### src/rtl/gate3_pkg.sv
// Shared state encoding, widths and reference truth tables for the 3-input gate exerciser.
package gate3_pkg;

  typedef enum logic [1:0] {
    IDLE   = 2'd0,
    SETTLE = 2'd1,
    CHECK  = 2'd2,
    DONE   = 2'd3
  } state_e;

  localparam int VEC_W    = 3;
  localparam int LOOP_W   = 4;
  localparam int SETTLE_W = 4;

  localparam logic [7:0] TT_NAND3 = 8'h7F;
  localparam logic [7:0] TT_AND3  = 8'h80;
  localparam logic [7:0] TT_NOR3  = 8'h01;

  // Expected gate output for input vector {a,b,c}
  function automatic logic tt_bit(input logic [7:0] tt, input logic [VEC_W-1:0] vec);
    return tt[vec];
  endfunction

endpackage

### src/rtl/gate3_vec_gen.sv
// Input-vector and sweep counter for the gate exerciser; flags the final vector of the final sweep.
module gate3_vec_gen
  import gate3_pkg::*;
#(
  parameter int LOOPS = 1
) (
  input  logic             clk,
  input  logic             rst_n,
  input  logic             clear,
  input  logic             advance,
  output logic [VEC_W-1:0] vec,
  output logic             last_vec
);

  localparam logic [LOOP_W-1:0] LAST_LOOP = LOOP_W'(LOOPS - 1);

  logic [VEC_W-1:0]  vec_r;
  logic [LOOP_W-1:0] loop_r;

  // Vector counter; the sweep counter steps on every 7->0 wrap
  always_ff @(posedge clk or negedge rst_n) begin
    if (!rst_n) begin
      vec_r  <= 3'd0;
      loop_r <= 4'd0;
    end else if (clear) begin
      vec_r  <= 3'd0;
      loop_r <= 4'd0;
    end else if (advance) begin
      vec_r <= vec_r + 3'd1;
      if (vec_r == 3'd7) begin
        loop_r <= loop_r + 4'd1;
      end
    end
  end

  assign vec      = vec_r;
  assign last_vec = (vec_r == 3'd7) && (loop_r == LAST_LOOP);

endmodule

### src/rtl/gate3_exerciser.sv
// Self-test engine: sweeps all {a,b,c} vectors into a 3-input gate and scores its output
// against an expected truth table, reporting pass, mismatch count and first failing vector.
module gate3_exerciser
  import gate3_pkg::*;
#(
  parameter logic [7:0] EXPECT_TT     = 8'h7F,
  parameter int         SETTLE_CYCLES = 2,
  parameter int         LOOPS         = 1,
  parameter int         ERR_W         = 4
) (
  input  logic             clk,
  input  logic             rst_n,
  input  logic             start,
  input  logic             abort,
  output logic             drv_a,
  output logic             drv_b,
  output logic             drv_c,
  input  logic             dut_y,
  output logic             busy,
  output logic             done,
  output logic             pass,
  output logic [ERR_W-1:0] err_count,
  output logic [2:0]       first_fail_vec
);

  localparam state_e              AFTER_VEC   = (SETTLE_CYCLES > 0) ? SETTLE : CHECK;
  localparam logic [SETTLE_W-1:0] SETTLE_LAST = SETTLE_W'((SETTLE_CYCLES > 0) ? SETTLE_CYCLES - 1 : 0);
  localparam logic [ERR_W-1:0]    ERR_MAX     = {ERR_W{1'b1}};
  localparam logic [ERR_W-1:0]    ERR_ZERO    = {ERR_W{1'b0}};

  state_e              state_r, state_nxt_s;
  logic [SETTLE_W-1:0] settle_cnt_r;
  logic [VEC_W-1:0]    vec_s;
  logic                last_vec_s, clear_s, advance_s, accept_s, compare_s, abort_s, mismatch_s;
  logic [ERR_W-1:0]    err_nxt_s, err_count_r;
  logic [VEC_W-1:0]    ff_nxt_s, first_fail_r;
  logic                busy_r, done_r, pass_r;

  gate3_vec_gen #(.LOOPS(LOOPS)) u_vec_gen (
    .clk      (clk),
    .rst_n    (rst_n),
    .clear    (clear_s),
    .advance  (advance_s),
    .vec      (vec_s),
    .last_vec (last_vec_s)
  );

  // Sequencer state register
  always_ff @(posedge clk or negedge rst_n) begin
    if (!rst_n) begin
      state_r <= IDLE;
    end else begin
      state_r <= state_nxt_s;
    end
  end

  // Next state and sequencing strobes; abort pre-empts the compare of the same cycle
  always_comb begin
    state_nxt_s = state_r;
    accept_s    = 1'b0;
    compare_s   = 1'b0;
    clear_s     = 1'b0;
    advance_s   = 1'b0;
    abort_s     = 1'b0;
    case (state_r)
      IDLE: begin
        if (start) begin
          accept_s    = 1'b1;
          clear_s     = 1'b1;
          state_nxt_s = AFTER_VEC;
        end else begin
          state_nxt_s = IDLE;
        end
      end
      SETTLE: begin
        if (abort) begin
          abort_s     = 1'b1;
          clear_s     = 1'b1;
          state_nxt_s = IDLE;
        end else if (settle_cnt_r == SETTLE_LAST) begin
          state_nxt_s = CHECK;
        end else begin
          state_nxt_s = SETTLE;
        end
      end
      CHECK: begin
        if (abort) begin
          abort_s     = 1'b1;
          clear_s     = 1'b1;
          state_nxt_s = IDLE;
        end else begin
          compare_s = 1'b1;
          if (last_vec_s) begin
            state_nxt_s = DONE;
          end else begin
            advance_s   = 1'b1;
            state_nxt_s = AFTER_VEC;
          end
        end
      end
      DONE: begin
        abort_s     = abort;
        clear_s     = 1'b1;
        state_nxt_s = IDLE;
      end
      default: begin
        clear_s     = 1'b1;
        state_nxt_s = IDLE;
      end
    endcase
  end

  // Dwell counter for the settle window
  always_ff @(posedge clk or negedge rst_n) begin
    if (!rst_n) begin
      settle_cnt_r <= 4'd0;
    end else if ((state_r == SETTLE) && (state_nxt_s == SETTLE)) begin
      settle_cnt_r <= settle_cnt_r + 4'd1;
    end else begin
      settle_cnt_r <= 4'd0;
    end
  end

  assign mismatch_s = compare_s && (dut_y != tt_bit(EXPECT_TT, vec_s));

  // Scoreboard update: saturating error count, first failing vector latched while count is zero
  always_comb begin
    err_nxt_s = err_count_r;
    ff_nxt_s  = first_fail_r;
    if (accept_s) begin
      err_nxt_s = ERR_ZERO;
      ff_nxt_s  = 3'd0;
    end else if (mismatch_s) begin
      if (err_count_r == ERR_MAX) begin
        err_nxt_s = err_count_r;
      end else begin
        err_nxt_s = err_count_r + ERR_W'(1);
      end
      if (err_count_r == ERR_ZERO) begin
        ff_nxt_s = vec_s;
      end else begin
        ff_nxt_s = first_fail_r;
      end
    end else begin
      err_nxt_s = err_count_r;
      ff_nxt_s  = first_fail_r;
    end
  end

  // Registered status outputs
  always_ff @(posedge clk or negedge rst_n) begin
    if (!rst_n) begin
      busy_r       <= 1'b0;
      done_r       <= 1'b0;
      pass_r       <= 1'b0;
      err_count_r  <= ERR_ZERO;
      first_fail_r <= 3'd0;
    end else begin
      busy_r       <= (state_nxt_s == SETTLE) || (state_nxt_s == CHECK);
      done_r       <= (state_nxt_s == DONE);
      err_count_r  <= err_nxt_s;
      first_fail_r <= ff_nxt_s;
      if (accept_s || abort_s) begin
        pass_r <= 1'b0;
      end else if (state_nxt_s == DONE) begin
        pass_r <= (err_nxt_s == ERR_ZERO);
      end
    end
  end

  assign drv_a          = vec_s[2];
  assign drv_b          = vec_s[1];
  assign drv_c          = vec_s[0];
  assign busy           = busy_r;
  assign done           = done_r;
  assign pass           = pass_r;
  assign err_count      = err_count_r;
  assign first_fail_vec = first_fail_r;

endmodule

### config.mk
export PLATFORM = sky130hd
export DESIGN_NAME = gate3_exerciser
export DESIGN_NICKNAME = d
export VERILOG_FILES = /design/src/rtl/gate3_pkg.sv /design/src/rtl/gate3_vec_gen.sv /design/src/rtl/gate3_exerciser.sv
export SDC_FILE = /design/constraint.sdc
export NUM_CORES = 1
export LEC_CHECK = 0
export ABC_CLOCK_PERIOD_IN_PS = 2950
export BUFFER_PORTS_ARGS = -buffer_cell sky130_fd_sc_hd__buf_4
export CORE_AREA = 2 2 52 54
export CTS_CLUSTER_SIZE = 25
export DETAILED_ROUTE_END_ITERATION = 8
export DIE_AREA = 0 0 54 56
export PLACE_DENSITY = 0.81
export SLEW_MARGIN = 20
export SYNTH_ARGS = -nofsm -noshare
export SYNTH_HDL_FRONTEND = slang
export SYNTH_HIERARCHICAL = 1
export SYNTH_SLANG_ARGS = --single-unit
### constraint.sdc
create_clock -name clk -period 2.95 [get_ports clk]
set_clock_uncertainty 0.15 [all_clocks]
set_input_delay 0.1475 -clock clk [delete_from_list [all_inputs] [get_ports clk]]
set_output_delay 0.1475 -clock clk [all_outputs]
set_load 0.1 [all_outputs]
==> impl_metrics.tcl <==
set metrics [dict create \
    p_per_area_nw_per_um2 369 \
    finalCritPeriodShare_pct 82.9 \
    r2r_cells 7 \
    post-place-ws_ns 0.502 \
    netlist_instances 124 \
    hold_path.class "primary input to async pin" \
    portBuffers 17 \
    min_period_ns 2.45 \
    clockBufferDepth 2 \
    rsz0062_at_grt "false" \
    start_util_pct 53.2 \
    antenna_left 0 \
    finalNetCount 167 \
    drv_slew 0 \
    cts_hold_buf 3 \
    postCtsSetupBuffers 0 \
    root_buffer "clkbuf_4" \
    cpMostUsedCell "ha_1" \
    grt_pass1_wl_um 4200 \
    antenna_found_initial 0 \
    power_frac_clock_pct 26.3 \
    synth_edf_count 0 \
    drtIter0Drc 11 \
    ys_seq_area_share_pct 44.5 \
    numCtsBuffers 3 \
    synth_area_sq_um 1290 \
    r2r-end "u_vec_gen/loop_r[3]" \
    cts_tree "yes" \
    hold_violations 0 \
    multi_input_area_sq_um 662 \
    grt_pass1_vias 1004 \
    synth-main-ff-cell "dfrtp_1" \
    grt_max_degree 24 \
    htreeDepth 1 \
    syn_nets 144 \
    switchingPower_mw 0.154 \
    final-seq-area_sq_um 576 \
    core_sq_um 2430 \
    die_area_sq_um 3020 \
    yosysWarnings 6 \
    required_ns 3.03 \
    ctsResizeCount 0 \
    cpPeakStageDelay_ns 0.52 \
    cp-endpoint "u_vec_gen/loop_r[3]" \
    p_int_mw 0.399 \
    drc_errors 0 \
    swShare_pct 27.8 \
    fmax_mhz 409 \
    ys_async_sr_fraction_pct 100 \
    setup_tns_ns 0 \
    fp.dieH_um 56 \
    grt_usage_pct 18.9 \
    crit_path_start "u_vec_gen/vec[0]" \
    synth_cell_types 31 \
    tightest_slew_ns 0.707 \
    place.gp.congestion 0.690 \
    fp-row-count 18 \
    finalSetupViolations 0 \
    r2r_slack_ns 0.50 \
    clock_latency_ns 0.31 \
    drt_wl_total_um 2370 \
    leakagePower_nw 0.790 \
    critPathMaxFanout 6 \
    syn_to_final_growth_pct 16.0 \
    cp-end-kind "flip-flop" \
    layout_setup_ws_ns 0.505 \
    crit_chain "ha_1 > ha_1 > nor4bb_1 > nor2b_1 > nand2_4 > or3_1 > a21oi_1" \
    relSlewSlack_pct 52.3 \
    clk_pin_slew_ns 0.13 \
    wire_per_inst_um 13.5 \
    drtPass1Iterations 2 \
    crit_slowest_cell "nor2b_1" \
    drv_cap 0 \
    fillerInstances 211 \
    grt_overflow 0 \
    worst-setup-path-type "flip-flop to flip-flop" \
    ys_ff_latch 23 \
    status "finished clean" \
    share_comb_of_total_power_pct 14.6 \
    die_x_um 54 \
    io_pins 18 \
    avgSynthCellArea_sq_um 10.4 \
    r2r-start "u_vec_gen/vec[0]" \
    ir_worst_vdd_v 0.000302 \
    critPathArrivalTime_ns 2.53 \
    critPathLaunchType "flip-flop" \
    cts.sinks 23 \
    route.vias.total 937 \
    drive_above_1_share_pct 18.5 \
    hpwl_um 1850 \
    diodes 0 \
    vias_per_cell 5.32 \
    seqPwrFrac_pct 59.0 \
]
through the flow:
step,instances,total power [mW],utilization (%),hold slack (ns),cell area [sq um]
2_1_floorplan,124,0.383,-,-0.298,1290
3_3_place_gp,169,0.407,59.4,-0.0943,1440
3_5_place_dp,169,0.410,59.4,-0.0920,1440
4_1_cts,176,0.554,61.7,0.105,1500
5_1_grt,176,0.578,61.7,0.114,1500
6_report,176,0.553,61.7,0.0985,1500
power groups by stage:
stage               Combinational [mW]  Sequential [mW]  Clock [mW]
global placement                0.0747            0.332           0
CTS                             0.0829            0.326       0.145
finish                          0.0810            0.326       0.145
detailed placement              0.0778            0.332           0
floorplan                       0.0325            0.351           0
global route                    0.0898            0.327       0.161
worst min path at each step:
stage / end / cells past startpoint / slack, ns / startpoint
floorplan: busy / 0 / -0.30 / rst_n
global placement: u_vec_gen/loop_r[0] / 1 / -0.09 / rst_n
detailed placement: u_vec_gen/loop_r[0] / 1 / -0.09 / rst_n
CTS: first_fail_vec[1] / 2 / 0.11 / rst_n
global route: err_count[1] / 2 / 0.11 / rst_n
finish: err_count[0] / 2 / 0.1 / rst_n
routing by layer:
| layer | GRT usage (%) | part of all wire, % | up-vias |
|---|---|---|---|
| li1 | - | - | 459 |
| met1 | 21.1 | 43 | 458 |
| met2 | 33.3 | 52 | 16 |
| met3 | 3.23 | 3.5 | 4 |
| met4 | 8.93 | 1.7 | 0 |
| met5 | 0 | 0 | - |
state kept, by name, summed over array words and instances (netlist names):
register / cells
busy: 1
done: 1
err_count: 4
first_fail_vec: 3
pass: 1
settle_cnt_r: 4
state_r: 2
u_vec_gen/loop_r: 4
u_vec_gen/vec: 3
worst max-delay path, delay by kind of cell, from the launching register on:
kind / cells / cell delay [ns]
fa+ha+maj: 2 / 0.47
compound gates: 1 / 0.14
simple gates: 4 / 1.16
flops: 1 / 0.46
area by class of cell:
cell class	instances	area share (%)
clock buffer	4	1.75
inverter	11	2.75
multi-input combinational	88	44.1
sequential	23	38.4
tap	30	2.50
timing repair buffer	20	10.5
kinds of logic (layout without fill, tap and decap cells):
family                   after synthesis  in the layout  share of synthesized area, %
adder cells (fa/ha/maj)               15             15                          14.5
XOR/XNOR                               7              7                          5.32
multiplexers                           8              8                          6.58
AO/OA/AOI/OAI                         15             15                          7.54
AND/OR/NAND/NOR                       43             43                          17.2
buffers and inverters                 13             35                          4.35
flip-flops                            23             23                          44.5
placed cells by master, fill, tap and decap left out, types with 2 or more instances in the layout:
| cell | instances |
|---|---|
| dfrtp_1 | 23 |
| nor2_1 | 19 |
| buf_4 | 17 |
| ha_1 | 15 |
| inv_1 | 11 |
| nand3_1 | 7 |
| mux2i_1 | 7 |
| a21oi_1 | 6 |
| nand2_1 | 4 |
| xnor2_1 | 4 |
| o21ai_0 | 3 |
| clkbuf_4 | 3 |
| dlygate4sd3_1 | 3 |
| or3_1 | 2 |
| nand3_2 | 2 |
| xor2_1 | 2 |
| nand3b_1 | 2 |
Yosys cell counts (2+ instances only):
| master | number | area, sq um |
|---|---|---|
| dfrtp_1 | 23 | 576 |
| a21oi_1 | 6 | 30.0 |
| ha_1 | 15 | 188 |
| nand3_1 | 7 | 35.0 |
| nand3_2 | 2 | 20.0 |
| xor2_1 | 2 | 17.5 |
| nand3b_1 | 2 | 15.0 |
| nor2_1 | 19 | 71.3 |
| mux2i_1 | 7 | 70.1 |
| inv_1 | 11 | 41.3 |
| o21ai_0 | 3 | 15.0 |
| or3_1 | 2 | 12.5 |
| xnor2_1 | 4 | 35.0 |
| nand2_1 | 4 | 15.0 |
Power figures use the tool's default switching activity.
